File: src/rtl/usart_rx_pkg.sv
// Shared types and helpers for the USART receive control block.
package usart_rx_pkg;

  typedef enum logic [2:0] {
    IDLE,
    START,
    DATA,
    PARITY,
    STOP1,
    STOP2
  } rx_state_t;

  localparam logic [1:0] UPM_NONE = 2'b00;
  localparam logic [1:0] UPM_EVEN = 2'b10;
  localparam logic [1:0] UPM_ODD  = 2'b11;

  // Character size code to number of data bits; unknown codes fall back to 8.
  function automatic logic [3:0] chsz_to_bits(input logic [2:0] chsz);
    logic [3:0] bits;
    case (chsz)
      3'd0:    bits = 4'd5;
      3'd1:    bits = 4'd6;
      3'd2:    bits = 4'd7;
      3'd7:    bits = 4'd9;
      default: bits = 4'd8;
    endcase
    return bits;
  endfunction

endpackage

File: src/rtl/usart_rx_sampler.sv
// Oversampling sample counter, falling-edge detector and 3-sample majority vote.
module usart_rx_sampler #(
  parameter int OVERSAMPLE = 16
) (
  input  logic clk,
  input  logic rst_n,
  input  logic rx,
  input  logic clear,
  input  logic run,
  output logic fall,
  output logic vote_point,
  output logic bit_value
);

  localparam int CW = $clog2(OVERSAMPLE);
  localparam logic [CW-1:0] CNT_MAX  = CW'(OVERSAMPLE - 1);
  localparam logic [CW-1:0] SAMP0    = CW'(OVERSAMPLE / 2 - 1);
  localparam logic [CW-1:0] SAMP1    = CW'(OVERSAMPLE / 2);
  localparam logic [CW-1:0] VOTE_CNT = CW'(OVERSAMPLE / 2 + 1);

  logic [CW-1:0] cnt;
  logic          prev_rx;
  logic          samp0;
  logic          samp1;

  // Track the previous line level, run the per-bit counter and capture the first two vote samples.
  always_ff @(posedge clk or negedge rst_n) begin
    if (!rst_n) begin
      cnt     <= '0;
      prev_rx <= 1'b1;
      samp0   <= 1'b0;
      samp1   <= 1'b0;
    end else begin
      prev_rx <= rx;
      if (clear)
        cnt <= '0;
      else if (run)
        cnt <= (cnt == CNT_MAX) ? '0 : cnt + 1'b1;
      else
        cnt <= '0;
      if (run && cnt == SAMP0)
        samp0 <= rx;
      if (run && cnt == SAMP1)
        samp1 <= rx;
    end
  end

  // The third sample is the live input at the vote point, so the vote resolves in that cycle.
  always_comb begin
    fall       = prev_rx & ~rx;
    vote_point = run & (cnt == VOTE_CNT);
    bit_value  = (samp0 & samp1) | (samp0 & rx) | (samp1 & rx);
  end

endmodule

File: src/rtl/usart_rx_ctrl.sv
// USART receive control: frame FSM, bit counter, shift register and held status flags.
module usart_rx_ctrl
  import usart_rx_pkg::*;
#(
  parameter int OVERSAMPLE = 16,
  parameter int DATA_MAX   = 9
) (
  input  logic                i_rxclk,
  input  logic                i_rst_n,
  input  logic                i_rx,
  input  logic                i_rx_en,
  input  logic [2:0]          i_chsz,
  input  logic [1:0]          i_upm,
  input  logic                i_usbs,
  input  logic                i_data_read,
  output logic [DATA_MAX-1:0] o_data,
  output logic                o_rx_valid,
  output logic                o_receive_complete,
  output logic                o_frame_error,
  output logic                o_parity_error,
  output logic                o_data_overrun,
  output logic                o_busy
);

  rx_state_t           state;
  rx_state_t           next_state;
  logic                fall;
  logic                vote;
  logic                bit_val;
  logic                start_ok;
  logic                finish;
  logic                accept;
  logic                exp_par;
  logic                fe_now;
  logic [3:0]          nbits;
  logic [1:0]          upm_lat;
  logic                usbs_lat;
  logic [3:0]          bit_cnt;
  logic [DATA_MAX-1:0] shift_reg;
  logic                fe_acc;
  logic                pe_acc;

  usart_rx_sampler #(
    .OVERSAMPLE(OVERSAMPLE)
  ) u_sampler (
    .clk        (i_rxclk),
    .rst_n      (i_rst_n),
    .rx         (i_rx),
    .clear      (start_ok),
    .run        (state != IDLE),
    .fall       (fall),
    .vote_point (vote),
    .bit_value  (bit_val)
  );

  // State register.
  always_ff @(posedge i_rxclk or negedge i_rst_n) begin
    if (!i_rst_n)
      state <= IDLE;
    else
      state <= next_state;
  end

  // Next-state decode; a finished frame drops straight back to IDLE in its stop-bit vote cycle.
  always_comb begin
    next_state = state;
    finish     = 1'b0;
    if (!i_rx_en) begin
      next_state = IDLE;
    end else begin
      case (state)
        IDLE:   if (fall) next_state = START;
        START:  if (vote) next_state = bit_val ? IDLE : DATA;
        DATA:   if (vote && bit_cnt == nbits - 4'd1)
                  next_state = upm_lat[1] ? PARITY : STOP1;
        PARITY: if (vote) next_state = STOP1;
        STOP1:  if (vote) begin
                  if (usbs_lat) begin
                    next_state = STOP2;
                  end else begin
                    next_state = IDLE;
                    finish     = 1'b1;
                  end
                end
        STOP2:  if (vote) begin
                  next_state = IDLE;
                  finish     = 1'b1;
                end
        default: next_state = IDLE;
      endcase
    end
  end

  // Frame-level helper terms, including the stop bit being voted in the finishing cycle.
  always_comb begin
    start_ok = (state == IDLE) & i_rx_en & fall;
    exp_par  = (^shift_reg) ^ (upm_lat == UPM_ODD);
    fe_now   = fe_acc | (vote & ((state == STOP1) | (state == STOP2)) & ~bit_val);
    accept   = finish & (~o_rx_valid | i_data_read);
  end

  // Latch the frame format on the start edge and assemble data and error state per voted bit.
  always_ff @(posedge i_rxclk or negedge i_rst_n) begin
    if (!i_rst_n) begin
      nbits     <= 4'd0;
      upm_lat   <= UPM_NONE;
      usbs_lat  <= 1'b0;
      bit_cnt   <= 4'd0;
      shift_reg <= '0;
      fe_acc    <= 1'b0;
      pe_acc    <= 1'b0;
    end else if (start_ok) begin
      nbits     <= chsz_to_bits(i_chsz);
      upm_lat   <= (i_upm == UPM_EVEN || i_upm == UPM_ODD) ? i_upm : UPM_NONE;
      usbs_lat  <= i_usbs;
      bit_cnt   <= 4'd0;
      shift_reg <= '0;
      fe_acc    <= 1'b0;
      pe_acc    <= 1'b0;
    end else if (vote && i_rx_en) begin
      case (state)
        DATA: begin
          for (int i = 0; i < DATA_MAX; i++)
            if (bit_cnt == 4'(i))
              shift_reg[i] <= bit_val;
          bit_cnt <= bit_cnt + 4'd1;
        end
        PARITY:       pe_acc <= (bit_val != exp_par);
        STOP1, STOP2: if (!bit_val) fe_acc <= 1'b1;
        default: ;
      endcase
    end
  end

  // Hand a finished frame to software, or flag overrun if the previous word is still unread.
  always_ff @(posedge i_rxclk or negedge i_rst_n) begin
    if (!i_rst_n) begin
      o_data             <= '0;
      o_rx_valid         <= 1'b0;
      o_receive_complete <= 1'b0;
      o_frame_error      <= 1'b0;
      o_parity_error     <= 1'b0;
      o_data_overrun     <= 1'b0;
    end else begin
      o_receive_complete <= 1'b0;
      if (accept) begin
        o_data             <= shift_reg;
        o_rx_valid         <= 1'b1;
        o_frame_error      <= fe_now;
        o_parity_error     <= pe_acc;
        o_receive_complete <= 1'b1;
        if (i_data_read)
          o_data_overrun <= 1'b0;
      end else if (finish) begin
        o_data_overrun <= 1'b1;
      end else if (i_data_read) begin
        o_rx_valid     <= 1'b0;
        o_frame_error  <= 1'b0;
        o_parity_error <= 1'b0;
        o_data_overrun <= 1'b0;
      end
    end
  end

  assign o_busy = (state != IDLE);

endmodule

File: config.mk
export PLATFORM = sky130hd
export DESIGN_NAME = usart_rx_ctrl
export DESIGN_NICKNAME = d
export VERILOG_FILES = /design/src/rtl/usart_rx_pkg.sv /design/src/rtl/usart_rx_sampler.sv /design/src/rtl/usart_rx_ctrl.sv
export SDC_FILE = /design/constraint.sdc
export NUM_CORES = 1
export LEC_CHECK = 0
export BUFFER_PORTS_ARGS = -buffer_cell sky130_fd_sc_hd__buf_4
export CORE_MARGIN = 5
export CORE_UTILIZATION = 60
export CTS_CLUSTER_SIZE = 24
export DETAILED_ROUTE_END_ITERATION = 8
export PLACE_DENSITY = 0.8
export SETUP_SLACK_MARGIN = 0.4
export SYNTH_ARGS = -nofsm -noshare
export SYNTH_HDL_FRONTEND = slang
export SYNTH_SLANG_ARGS = --single-unit
File: constraint.sdc
create_clock -name i_rxclk -period 5.66 [get_ports i_rxclk]
set_clock_uncertainty 0.05 [all_clocks]
set_input_delay 0.566 -clock i_rxclk [delete_from_list [all_inputs] [get_ports i_rxclk]]
set_output_delay 0.566 -clock i_rxclk [all_outputs]
set_load 0.01 [all_outputs]
* Yosys cells after proc, flatten, opt, wreduce, memory -nomap -nowiden *
Cells that the tools add are included.

storage, ports and cells
  output and inout bits = 15
  bits in registers = 46
  word-level logic and storage cells = 172
  input bits = 11

operators by class
  reductions and logical operators = 39
  bitwise logic cells = 19
  add/sub/neg operators = 3
  mux-type cells = 52
  equality and inequality tests = 33

operator list
  cell                 number
  $reduce_and 3->1     10
  $mux 1               29
  $reduce_bool 2->1    14
  $mux 3               9
  $mux 9               3
  $mux 4               6
  $eq 4x3->1 const B   5
  $ne 3x3->1 const B   6
  $pmux 3 s6           1
  $eq 4x4->1 const B   4
  $pmux 4 s4           1
  $and 1x1->1          10
  $eq 3x2->1 const B   3
  $eq 3x3->1 const B   3
  $reduce_xor 9->1     1
  $add 4x1->4 const B  2
  $eq 4x2->1 const B   2
  $eq 2x2->1 const B   3
  $eq 3x1->1 const B   2
  $logic_not 3->1      2
  $reduce_and 2->1     3
  $reduce_and 6->1     1
  $or 1x1->1           5
  $eq 4x1->1 const B   1
  13 further kinds     20

* Depth between registers and ports, before layout *
Gate-level depths: netlist (run 1).

  depth in word-level cells = 8
  mapped depth = 8
  depth with buffers taken out = 7

* By module *
From an unflattened synthesis (run 1), not the netlist that was laid out.

unflattened totals
  cell total of the unflattened synthesis = 224
  area, all modules = 2449.8 um2

modules (own cells, without submodules)
  module            instances  area an instance (um2)  cells an instance
  usart_rx_ctrl     1          2103.3                  194
  usart_rx_sampler  1          346.6                   30

* Least setup slack after synthesis (run 1) *
OpenSTA, ideal clock, no wires.

  path kind = reg-to-reg
  from = register nbits[0]
  to = register state[0]
  data required time = 5.485 ns
  arrival = 1.826 ns
  path slack = 3.659 ns
  period minus slack after synthesis = 2.001 ns
  path buffers = 0
  cell stages (with the launch flop) = 8
  path through = dfrtp_1 inv_1 ha_1 xnor2_1 nor4_2 a21oi_1 a311oi_2 mux2_2

on the way
  word-level cells in the longest chain between the ends = 5

ends and longest elaborated chain
  item                               line                  source
  from (decl)                        usart_rx_ctrl.sv:35   logic [3:0] nbits;
  from (signal assigned)             usart_rx_ctrl.sv:113  nbits <= chsz_to_bits(i_chsz);
  $sub 4x1->4                        usart_rx_ctrl.sv:74   DATA: if (vote && bit_cnt == nbits - 4'd1)
  $eq 4x4->1                         usart_rx_ctrl.sv:74
  $logic_and 1x1->1                  usart_rx_ctrl.sv:74
  $ne 3x3->1 (no source line)        n/a
  $reduce_and 6->1 (no source line)  n/a
  to (signal assigned)               usart_rx_ctrl.sv:61   state <= next_state;
  to (decl)                          usart_rx_ctrl.sv:25   rx_state_t state;

Every way passes these cells.
A chain may end at the register's enable or synchronous reset.

* Worst setup path after layout (run 1) *
  from = register state[1]
  to = output o_busy

on the way
  word-level cells in the longest chain between the ends = 1

ends and longest elaborated chain
  item               line                  source
  $reduce_bool 3->1  usart_rx_ctrl.sv:165  assign o_busy = (state != IDLE);
  to (decl)          usart_rx_ctrl.sv:22   output logic o_busy

Every way passes these cells.

==> results of run 1 <==
-- Yosys cell counts, types with 3 or more instances --
| cell type | number |
|---|---|
| a21oi_1 | 5 |
| and4b_1 | 4 |
| buf_4 | 3 |
| clkbuf_1 | 6 |
| dfrtp_1 | 45 |
| ha_1 | 8 |
| inv_1 | 11 |
| mux2_2 | 13 |
| mux2i_1 | 11 |
| nand2_1 | 18 |
| nand2b_1 | 3 |
| nand3_1 | 3 |
| nand3b_1 | 5 |
| nand4_1 | 4 |
| nor2_1 | 27 |
| nor3_1 | 3 |
| o21ai_0 | 9 |
| xnor2_1 | 13 |
| xor2_1 | 4 |
-- cells by family after synthesis --
family / count (synthesis) / synth area share, %
and+or+nand+nor: 81 / 19.3
DFF: 46 / 47.4
AOI/OAI and AO/OA: 24 / 6.48
muxes: 24 / 10.5
buffers and inverters: 21 / 3.75
xor gates and xnor gates: 19 / 8.02
adders and majority gates: 9 / 4.53
-- power by group --
part	total [mW]	switching, mW	internal (mW)	leakage [nW]
sequential	0.429	0.0586	0.370	0.622
combinational	0.260	0.137	0.123	0.690
clock	0.250	0.117	0.132	0.0585
total	0.938	0.313	0.626	1.37
-- through the flow --
step / power [mW] / util (%) / setup WS (ns)
2_1_floorplan: 0.631 / - / 3.66
3_3_place_gp: 0.688 / 66.5 / 3.47
3_5_place_dp: 0.697 / 66.5 / 3.45
4_1_cts: 0.946 / 69.3 / 3.38
5_1_grt: 0.997 / 69.3 / 3.27
6_report: 0.938 / 69.3 / 3.41
-- worst max-delay path, stage by stage (launching register included) --
cell	delay (ns)
dfrtp_1	0.55
nor3_4	0.46
inv_1	0.16
buf_4	0.18
-- cell type report --
| type | instances | area [µm²] |
|---|---|---|
| fillers | 319 | 1220 |
| well taps | 50 | 62.6 |
| repair buffers | 26 | 195 |
| flip-flops and latches | 46 | 1150 |
| clock inverters | 3 | 43.8 |
| inverters | 11 | 41.3 |
| clock buffers | 5 | 68.8 |
| multi-input cells | 157 | 1190 |
-- metal layers --
layer	GRT usage (%)	routed length (µm)	vias to the layer above
met3	3.83	185	4
met5	0	0	-
met2	28.6	2070	31
met4	6.64	37	0
li1	-	-	820
met1	25.0	2060	771
-- path summary, 6_finish.rpt --
| check | start | to | slack (ns) | depth (start not counted) |
|---|---|---|---|---|
| min in group i_rxclk | i_rx | u_sampler.prev_rx | 0.34 | 1 |
| max reg2reg | u_sampler.cnt[1] | state[1] | 3.46 | 7 |
| max | state[1] | o_busy | 3.41 | 3 |
| min | i_rst_n | u_sampler.cnt[1] | 0.19 | 1 |
| min reg2reg | upm_lat[0] | upm_lat[0] | 0.42 | 2 |
| max in group asynchronous | i_rst_n | nbits[1] | 4.95 | 1 |
-- cells in the final DEF, fill, tap and decap left out, drive strengths merged, types with 5 or more instances in the layout --
cell type,synthesis,layout
dfrtp,45,45
nor2,27,27
buf,4,26
nand2,18,18
xnor2,13,13
mux2,13,13
inv,11,12
mux2i,11,11
o21ai,9,9
ha,8,8
nand3b,6,6
a21oi,5,5
clkbuf,6,5
nor3,5,5
==> out/metrics.cfg, run 1 <==
[drt]
via_per_inst = 5.46
vias = 1626
drc = 0
antenna_left = 0
routedWlPerCell_um = 14.6
firstDrtPassIters = 4
routed_wl_um = 4350
drt-initial-drc-count = 97

[clocking]
cts_tree = yes
clk_path_buf_depth = 2
insertion_delay_ns = 0.30
hold_buffers = 0
cts.clk_slew.worst_paths_ns = 0.09
postCtsResizedCells = 0
htree_levels = 2
cts.sinks = 46
cts_setup_buffers = 0
cts_buffers = 5
root_buffer = clkbuf_8

[timing]
clock.fmax_mhz = 444
finalSetupViolations = 0
finalCritPeriodShare_pct = 39.8
fin_tns_setup_ns = 0
worstMarginPinSlew_ns = 0.686
worst_slew_margin_rel_pct = 53.8
grt_setup_unrepaired = no
final_hold_viol_count = 0
slew_violations = 0
holdWs_ns = 0.189
period_minus_slack_ns = 2.25

[setup_path]
worstSetupStartpointType = register
required_ns = 5.04
worstSetupEndpointType = output port
arrival_ns = 1.64
path_max_fanout = 12
crit_type = register to output port

[placed_design]
port_buffers = 25
dp_hpwl_um = 3120
gp_congestion = 0.805
dp_cells = 290
dpl-instance-area_um2 = 2640

[pwr]
p_leak_nw = 1.37
ir_drop_mv = 0.207
power_density_nw_per_um2 = 341

[grt]
grt_max_degree = 47
grt_pass1_vias = 1659
grt_pass1_wl_um = 7560
antenna_found_initial = 0
grtUsageTotal_pct = 18.3
grt_overflow = 0

[synth]
synth_seq_area_share_pct = 47.4
ys_ff_latch = 46
synth_edf_count = 0
syn_nets = 243
yosysTopAreaCellShare_pct = 46.3
synth_cell_types = 45
synthArstFlopShare_pct = 100
synth_top_cell_by_area = dfrtp_1
synthesis.area_um2 = 2430
synth_area_leaders = dfrtp_1 (46%), mux2_2 (6.0%), xnor2_1 (4.7%)
postSynthCellCount = 224
synth.avg_cell_area_um2 = 10.9
synth_warnings = 0
synth_ff_type = dfrtp_1

[floorplanning]
dieHeight_um = 73.7
rows = 23
num_io_pins = 26
die_w_um = 73.7
start_util_pct = 61.2
core_um2 = 3970
die_area_um2 = 5430

[status]
status = finished, final reports clean

[final_layout]
antennaDiodeCount = 0
fin_nets = 266
drive_above_1_share_pct = 21.8
fin_area_um2 = 2750
fin_cells = 298
area_growth_syn_to_layout_pct = 13.2

[flow_run]
drv_cap = 0

[worst_hold_path]
hp-class = primary input to asynchronous set/reset pin

No activity file was read; power rests on OpenSTA's default activity.
==> run 2: changes to the inputs <==
--- a/config.mk
+++ b/config.mk
@@ -5,12 +5,13 @@
 export SDC_FILE = /design/constraint.sdc
 export NUM_CORES = 1
 export LEC_CHECK = 0
+export ABC_AREA = 1
 export BUFFER_PORTS_ARGS = -buffer_cell sky130_fd_sc_hd__buf_4
 export CORE_MARGIN = 5
-export CORE_UTILIZATION = 60
+export CORE_UTILIZATION = 58
 export CTS_CLUSTER_SIZE = 24
 export DETAILED_ROUTE_END_ITERATION = 8
-export PLACE_DENSITY = 0.8
+export PLACE_DENSITY = 0.78
 export SETUP_SLACK_MARGIN = 0.4
 export SYNTH_ARGS = -nofsm -noshare
 export SYNTH_HDL_FRONTEND = slang
==> constraint.sdc (replaced) <==
create_clock -name i_rxclk -period 2.2 [get_ports i_rxclk]
set_clock_uncertainty 0.05 [all_clocks]
set_input_delay 0.22 -clock i_rxclk [delete_from_list [all_inputs] [get_ports i_rxclk]]
set_output_delay 0.22 -clock i_rxclk [all_outputs]
set_load 0.01 [all_outputs]
==> out/metrics.cfg, run 2 <==
[status]
status = finished, final reports clean  ; unchanged

[grt]
grt_overflow = 0  ; unchanged
grt_pass1_vias = 1974  ; was 1,659
grt_pass1_wl_um = 8410  ; was 7560 µm
antenna_found_initial = 0  ; unchanged
grt_max_degree = 47  ; unchanged
grtUsageTotal_pct = 19.1  ; was 18.3%

[final_layout]
final_common_cell = nand2_1  ; was dfrtp_1
fin_nets = 376  ; was 266
drive_above_1_share_pct = 14.8  ; was 21.8%
fin_area_um2 = 2890  ; was 2750 µm²
fin_cells = 409  ; was 298
antennaDiodeCount = 0  ; unchanged
area_growth_syn_to_layout_pct = 15.4  ; was 13.2%
final_cell_mix = nand2_1 (88), inv_1 (46), dfrtp_1 (45), nand3_1 (37), buf_4 (30)  ; was dfrtp_1 (45), nor2_1 (27), buf_4 (26), nand2_1 (18)
fill_cells = 365  ; was 319

[setup_path]
cp_slowest_cell = dfrtp_1  ; unchanged
slowest_delay_ns = 0.44  ; was 0.55 ns
reg2regPathDepth = 8  ; was 7
r2r_setup_slack_ns = 0.54  ; was 3.46 ns
required_ns = 2.34  ; was 5.04 ns
reg2reg_from = state[0]  ; was u_sampler.cnt[1]
crit_type = register to register  ; was register to output port
arrival_ns = 1.79  ; was 1.64 ns
worstSetupStartpointType = register  ; unchanged
path_max_fanout = 14  ; was 12
worstSetupEndpointType = register  ; was output port
path_cells = nor2_2 -> nand2_4 -> inv_2 -> nand3_4 -> nand2_4 -> inv_1 -> o21ai_1 -> inv_1  ; was nor3_4 -> inv_1 -> buf_4
r2r_end = shift_reg[7]  ; was state[1]

[synth]
synth_ff_type = dfrtp_1  ; unchanged
synth_warnings = 0  ; unchanged
synthesis.area_um2 = 2510  ; was 2430 µm²
synth_seq_area_share_pct = 46.0  ; was 47.4%
synth_edf_count = 0  ; unchanged
synthTopCellsByCount = nand2_1 (88), inv_1 (46), dfrtp_1 (45), nand3_1 (37), o21ai_1 (25)  ; was dfrtp_1 (45), nor2_1 (27), nand2_1 (18), mux2_2 (13), xnor2_1 (13)
synth_top_cell_by_area = dfrtp_1  ; unchanged
yosysTopAreaCellShare_pct = 44.9  ; was 46.3%
ys_ff_latch = 46  ; unchanged
synth_area_leaders = dfrtp_1 (45%), nand2_1 (13%), nand3_1 (7.4%)  ; was dfrtp_1 (46%), mux2_2 (6.0%), xnor2_1 (4.7%)
synth_cell_types = 29  ; was 45
synthArstFlopShare_pct = 100  ; unchanged
synth.avg_cell_area_um2 = 7.76  ; was 10.9 µm²
synth_most_common_cell = nand2_1  ; was dfrtp_1
syn_nets = 342  ; was 243
postSynthCellCount = 323  ; was 224

[drt]
routedWlPerCell_um = 12.5  ; was 14.6 µm
drt-initial-drc-count = 149  ; was 97
vias = 2146  ; was 1,626
drc = 0  ; unchanged
via_per_inst = 5.25  ; was 5.46
routed_wl_um = 5090  ; was 4350 µm
antenna_left = 0  ; unchanged
firstDrtPassIters = 4  ; unchanged

[floorplanning]
num_io_pins = 26  ; unchanged
rows = 24  ; was 23
die_area_um2 = 5740  ; was 5430 µm²
core_um2 = 4260  ; was 3970 µm²
dieHeight_um = 75.7  ; was 73.7 µm
die_w_um = 75.7  ; was 73.7 µm
start_util_pct = 58.8  ; was 61.2%

[clocking]
htree_levels = 2  ; unchanged
cts.sinks = 46  ; unchanged
root_buffer = clkbuf_8  ; unchanged
cts_buffers = 5  ; unchanged
clk_path_buf_depth = 2  ; unchanged
insertion_delay_ns = 0.29  ; was 0.30 ns
cts_tree = yes  ; unchanged
cts.clk_slew.worst_paths_ns = 0.08  ; was 0.09 ns

[pwr]
internal_power_mw = 1.35  ; was 0.626 mW
switchingPower_mw = 0.700  ; was 0.313 mW
power.share.sequential_pct = 49.2  ; was 45.7%
power_density_nw_per_um2 = 710  ; was 341 nW/µm²
p_leak_nw = 1.50  ; was 1.37 nW
p_sw_share_pct = 34.1  ; was 33.3%
pwr-share-comb_pct = 27.2  ; was 27.7%
p_clk_share_pct = 23.6  ; was 26.6%
ir_drop_mv = 0.452  ; was 0.207 mV

[timing]
finalSetupViolations = 0  ; unchanged
worstMarginPinSlew_ns = 0.566  ; was 0.686 ns
worst_slew_margin_rel_pct = 62.3  ; was 53.8%
finalCritPeriodShare_pct = 75.2
fin_tns_setup_ns = 0  ; unchanged
holdWs_ns = 0.0102  ; was 0.189 ns
final_hold_viol_count = 0  ; unchanged
grt_setup_unrepaired = no  ; unchanged
period_minus_slack_ns = 1.66
setup_ws_ns = 0.545  ; was 3.41 ns
clock.fmax_mhz = 604
slew_violations = 0  ; unchanged

[placed_design]
dp_hpwl_um = 3670  ; was 3120 µm
dp_cells = 395  ; was 290
dpl-instance-area_um2 = 2730  ; was 2640 µm²
dp_slack_ns = 0.296  ; was 3.45 ns
gp_congestion = 0.906  ; was 0.805
port_buffers = 25  ; unchanged

[worst_hold_path]
min_from = i_rx
hp-class = primary input to register  ; was primary input to asynchronous set/reset pin
whs_path_depth = 1
hold_path_end = u_sampler.prev_rx

[flow_run]
drv_cap = 0  ; unchanged

==> run 2: what timing repair did <==
action	CTS	global route
endpoints found under the hold margin	45	0
endpoints found under the setup margin	12	17
pin swaps	1	1
hold buffers	1	0
gates resized for setup	1	4
gates cloned	0	1
buffers inserted	3	2
==> run 2: worst max-delay path, delay by kind of cell, from the launching register on <==
| family | cells | cell delay, ns |
|---|---|---|
| AOI/OAI and AO/OA | 1 | 0.15 |
| buffers and inverters | 3 | 0.26 |
| DFF | 1 | 0.44 |
| and+or+nand+nor | 4 | 0.64 |
==> run 2: metal layers <==
metal	routed length, µm	global-route usage (%)
met5	0	0
met4	55	5.44
met3	254	4.35
met2	2480	33.2
met1	2310	23.7
==> run 2: how the worst max path moves through the flow <==
stage / cells after the start / start / slack (ns) / endpoint
after floorplan: 10 / u_sampler.cnt[1] / 0.67 / shift_reg[5]
after global placement: 9 / u_sampler.cnt[1] / 0.40 / o_frame_error
after detailed placement: 9 / u_sampler.cnt[1] / 0.30 / o_frame_error
after CTS: 9 / u_sampler.cnt[1] / 0.46 / o_frame_error
after global routing: 10 / u_sampler.cnt[1] / 0.39 / shift_reg[5]
final: 8 / state[0] / 0.54 / shift_reg[7]
==> run 2: cell families (layout without fill, tap and decap cells) <==
group,count (synthesis),in the layout,synth area share [%]
AND/OR/NAND/NOR,159,160,29.0
buffers and inverters,55,88,8.84
XOR/XNOR,5,5,1.75
AO/OA/AOI/OAI,50,50,10.5
adder cells (fa/ha/maj),8,8,3.99
flip-flops,46,46,46.0
==> run 2: through the flow <==
stage | total power [mW] | util (%)
after global routing | 2.19 | 67.8
after CTS | 2.05 | 66.7
after detailed placement | 1.56 | 63.9
after global placement | 1.55 | 63.9
final | 2.05 | 67.8
after floorplan | 1.42 | -
==> run 2: layout make-up <==
class	count	area, µm²	share of cell area (%)
Tap cell	52	65.1	2.25
Clock buffer	7	76.3	2.64
Inverter	50	190	6.58
Multi-Input combinational cell	223	1170	40.5
Sequential cell	46	1150	39.9
Timing Repair Buffer	31	235	8.14
==> run 2: power by group through the flow <==
stage | registers [mW] | clock network (mW) | logic [mW]
CTS | 1.01 | 0.492 | 0.545
floorplan | 1.01 | 0 | 0.406
detailed placement | 1.03 | 0 | 0.537
global placement | 1.02 | 0 | 0.529
global route | 1.03 | 0.525 | 0.640
finish | 1.01 | 0.484 | 0.558
==> run 3: changes to the inputs <==
==> constraint.sdc (replaced) <==
create_clock -name i_rxclk -period 1.71 [get_ports i_rxclk]
set_clock_uncertainty 0.05 [all_clocks]
set_input_delay 0.171 -clock i_rxclk [delete_from_list [all_inputs] [get_ports i_rxclk]]
set_output_delay 0.171 -clock i_rxclk [all_outputs]
set_load 0.01 [all_outputs]
==> out/metrics.cfg, run 3 (synthesis results as in run 2) <==
[status]
violations = setup timing
status = complete, but fails checks  ; was finished, final reports clean

[setup_path]
worstSetupStartpointType = register  ; unchanged
arrival_ns = 1.97  ; was 1.79 ns
critPathTopFamily = simple AND/OR/NAND/NOR gates  ; unchanged
cp_slowest_cell = dfrtp_1  ; unchanged
crit_type = register to register  ; unchanged
path_buf_inv = 3  ; unchanged
slowest_delay_ns = 0.42  ; was 0.44 ns
required_ns = 1.91  ; was 2.34 ns
worstSetupEndpointType = register  ; unchanged
path_max_fanout = 4  ; was 14
path_cells = inv_1 -> nand2_1 -> nor2_4 -> nand2_4 -> nor2_4 -> buf_4 -> nand4_1 -> o21ai_1 -> o21ai_1 -> inv_1  ; was nor2_2 -> nand2_4 -> inv_2 -> nand3_4 -> nand2_4 -> inv_1 -> o21ai_1 -> inv_1

[timing]
worst_slew_margin_rel_pct = 60.0  ; was 62.3%
period_minus_slack_ns = 1.77  ; was 1.66 ns
slew_violations = 0  ; unchanged
finalCritPeriodShare_pct = 104  ; was 75.2%
finalSetupViolations = 1  ; was 0
worstMarginPinSlew_ns = 0.600  ; was 0.566 ns
clock.fmax_mhz = 564  ; was 604 MHz
final_hold_viol_count = 0  ; unchanged
holdWs_ns = 0.0107  ; was 0.0102 ns
setup_ws_ns = -0.0620  ; was 0.545 ns
grt_setup_unrepaired = yes  ; was no

[clocking]
cts_buffers = 5  ; unchanged
insertion_delay_ns = 0.30  ; was 0.29 ns
root_buffer = clkbuf_8  ; unchanged
cts.sinks = 46  ; unchanged
htree_levels = 2  ; unchanged
cts_tree = yes  ; unchanged
clk_path_buf_depth = 2  ; unchanged
cts.clk_slew.worst_paths_ns = 0.09  ; was 0.08 ns

[final_layout]
final_cell_mix = nand2_1 (77), buf_4 (48), dfrtp_1 (42), inv_1 (37), o21ai_1 (26)  ; was nand2_1 (88), inv_1 (46), dfrtp_1 (45), nand3_1 (37), buf_4 (30)
final_common_cell = nand2_1  ; unchanged
area_growth_syn_to_layout_pct = 42.1  ; was 15.4%
fin_nets = 410  ; was 376
drive_above_1_share_pct = 37.8  ; was 14.8%
antennaDiodeCount = 0  ; unchanged

[pwr]
ir_drop_mv = 0.826  ; was 0.452 mV
p_clk_share_pct = 24.2  ; was 23.6%
power_density_nw_per_um2 = 949  ; was 710 nW/µm²
internal_power_mw = 2.18  ; was 1.35 mW
p_leak_nw = 1.72  ; was 1.50 nW
switchingPower_mw = 1.20  ; was 0.700 mW
p_sw_share_pct = 35.5  ; was 34.1%
power.share.sequential_pct = 39.0  ; was 49.2%
pwr-share-comb_pct = 36.8  ; was 27.2%

[grt]
grt_overflow = 0  ; unchanged
grt_pass1_vias = 2334  ; was 1,974
grtUsageTotal_pct = 24.1  ; was 19.1%
grt_max_degree = 47  ; unchanged
grt_pass1_wl_um = 10400  ; was 8410 µm
antenna_found_initial = 0  ; unchanged

[drt]
firstDrtPassIters = 7  ; was 4
via_per_inst = 5.63  ; was 5.25
drc = 0  ; unchanged
routed_wl_um = 7260  ; was 5090 µm
vias = 2500  ; was 2,146
routedWlPerCell_um = 16.4  ; was 12.5 µm
antenna_left = 0  ; unchanged
drt-initial-drc-count = 248  ; was 149

[floorplanning]
num_io_pins = 26  ; unchanged
die_w_um = 75.7  ; unchanged
die_area_um2 = 5740  ; unchanged
rows = 24  ; unchanged
start_util_pct = 58.8  ; unchanged
dieHeight_um = 75.7  ; unchanged
core_um2 = 4260  ; unchanged

[flow_run]
drv_cap = 0  ; unchanged

[placed_design]
gp_congestion = 0.950  ; was 0.906
dp_hpwl_um = 3750  ; was 3670 µm
port_buffers = 25  ; unchanged
dp_slack_ns = 0.0107  ; was 0.296 ns

[worst_hold_path]
hp-class = primary input to register  ; unchanged

-- run 3: worst paths after layout --
check	start	to	slack [ns]	cells after the start
setup / recovery	u_sampler.cnt[2]	shift_reg[8]	-0.06	10
hold / removal	i_usbs	usbs_lat	0.01	3
setup reg to reg	u_sampler.cnt[2]	shift_reg[8]	-0.06	10
hold reg to reg	o_data_overrun	o_data_overrun	0.45	2
max in group asynchronous	i_rst_n	state[1]	0.81	2
min in group asynchronous	i_rst_n	u_sampler.samp0	0.35	2
-- run 3: layout make-up --
cell class | count | area (µm²)
Multi-Input combinational cell | 226 | 1490
Sequential cell | 46 | 1160
Fill cell | 232 | 703
Timing Repair Buffer | 62 | 546
Inverter | 50 | 199
Clock buffer | 5 | 68.8
Tap cell | 52 | 65.1
Clock inverter | 3 | 40.0
-- run 3: power by group through the flow --
stage | clock [mW] | combinational [mW] | sequential (mW)
finish | 0.817 | 1.24 | 1.32
global route | 0.859 | 1.35 | 1.33
CTS | 0.817 | 1.03 | 1.30
detailed placement | 0 | 0.761 | 1.32
global placement | 0 | 0.742 | 1.32
floorplan | 0 | 0.574 | 1.30
-- run 3: repair_timing --
item                                   in CTS  in global routing
hold buffers                                2                  0
pin swaps                                  20                 23
setup buffers                              18                 11
setup endpoints to repair                  40                 45
gates cloned                                4                  0
endpoints found under the hold margin      46                  0
gates resized for setup                    41                 41
-- run 3: worst reg2reg max path: cells and delay by family, from the launching register on --
family	cells	cell delay, ns
DFF	1	0.42
AOI/OAI and AO/OA	2	0.29
and+or+nand+nor	5	0.67
buffers and inverters	3	0.31
-- run 3: through the flow --
| stage | total power, mW | TNS (ns) | util (%) | cell area (µm²) | instances |
|---|---|---|---|---|---|
| after floorplan | 1.88 | 0 | - | 2580 | 323 |
| final | 3.38 | -0.0620 | 83.5 | 3560 | 444 |
| after detailed placement | 2.08 | 0 | 66.5 | 2830 | 401 |
| after global placement | 2.06 | 0 | 66.5 | 2830 | 401 |
| after global routing | 3.54 | -0.195 | 83.5 | 3560 | 444 |
| after CTS | 3.15 | 0 | 78.3 | 3340 | 433 |
-- run 3: routing by layer --
layer  global-route usage [%]  vias to the layer above  part of all wire [%]
met1                     28.6                     1191                    38
met3                     3.30                       31                   5.7
met5                        0                        -                     0
met4                     11.1                        0                   3.8
li1                         -                     1181                     -
met2                     42.9                       97                    52
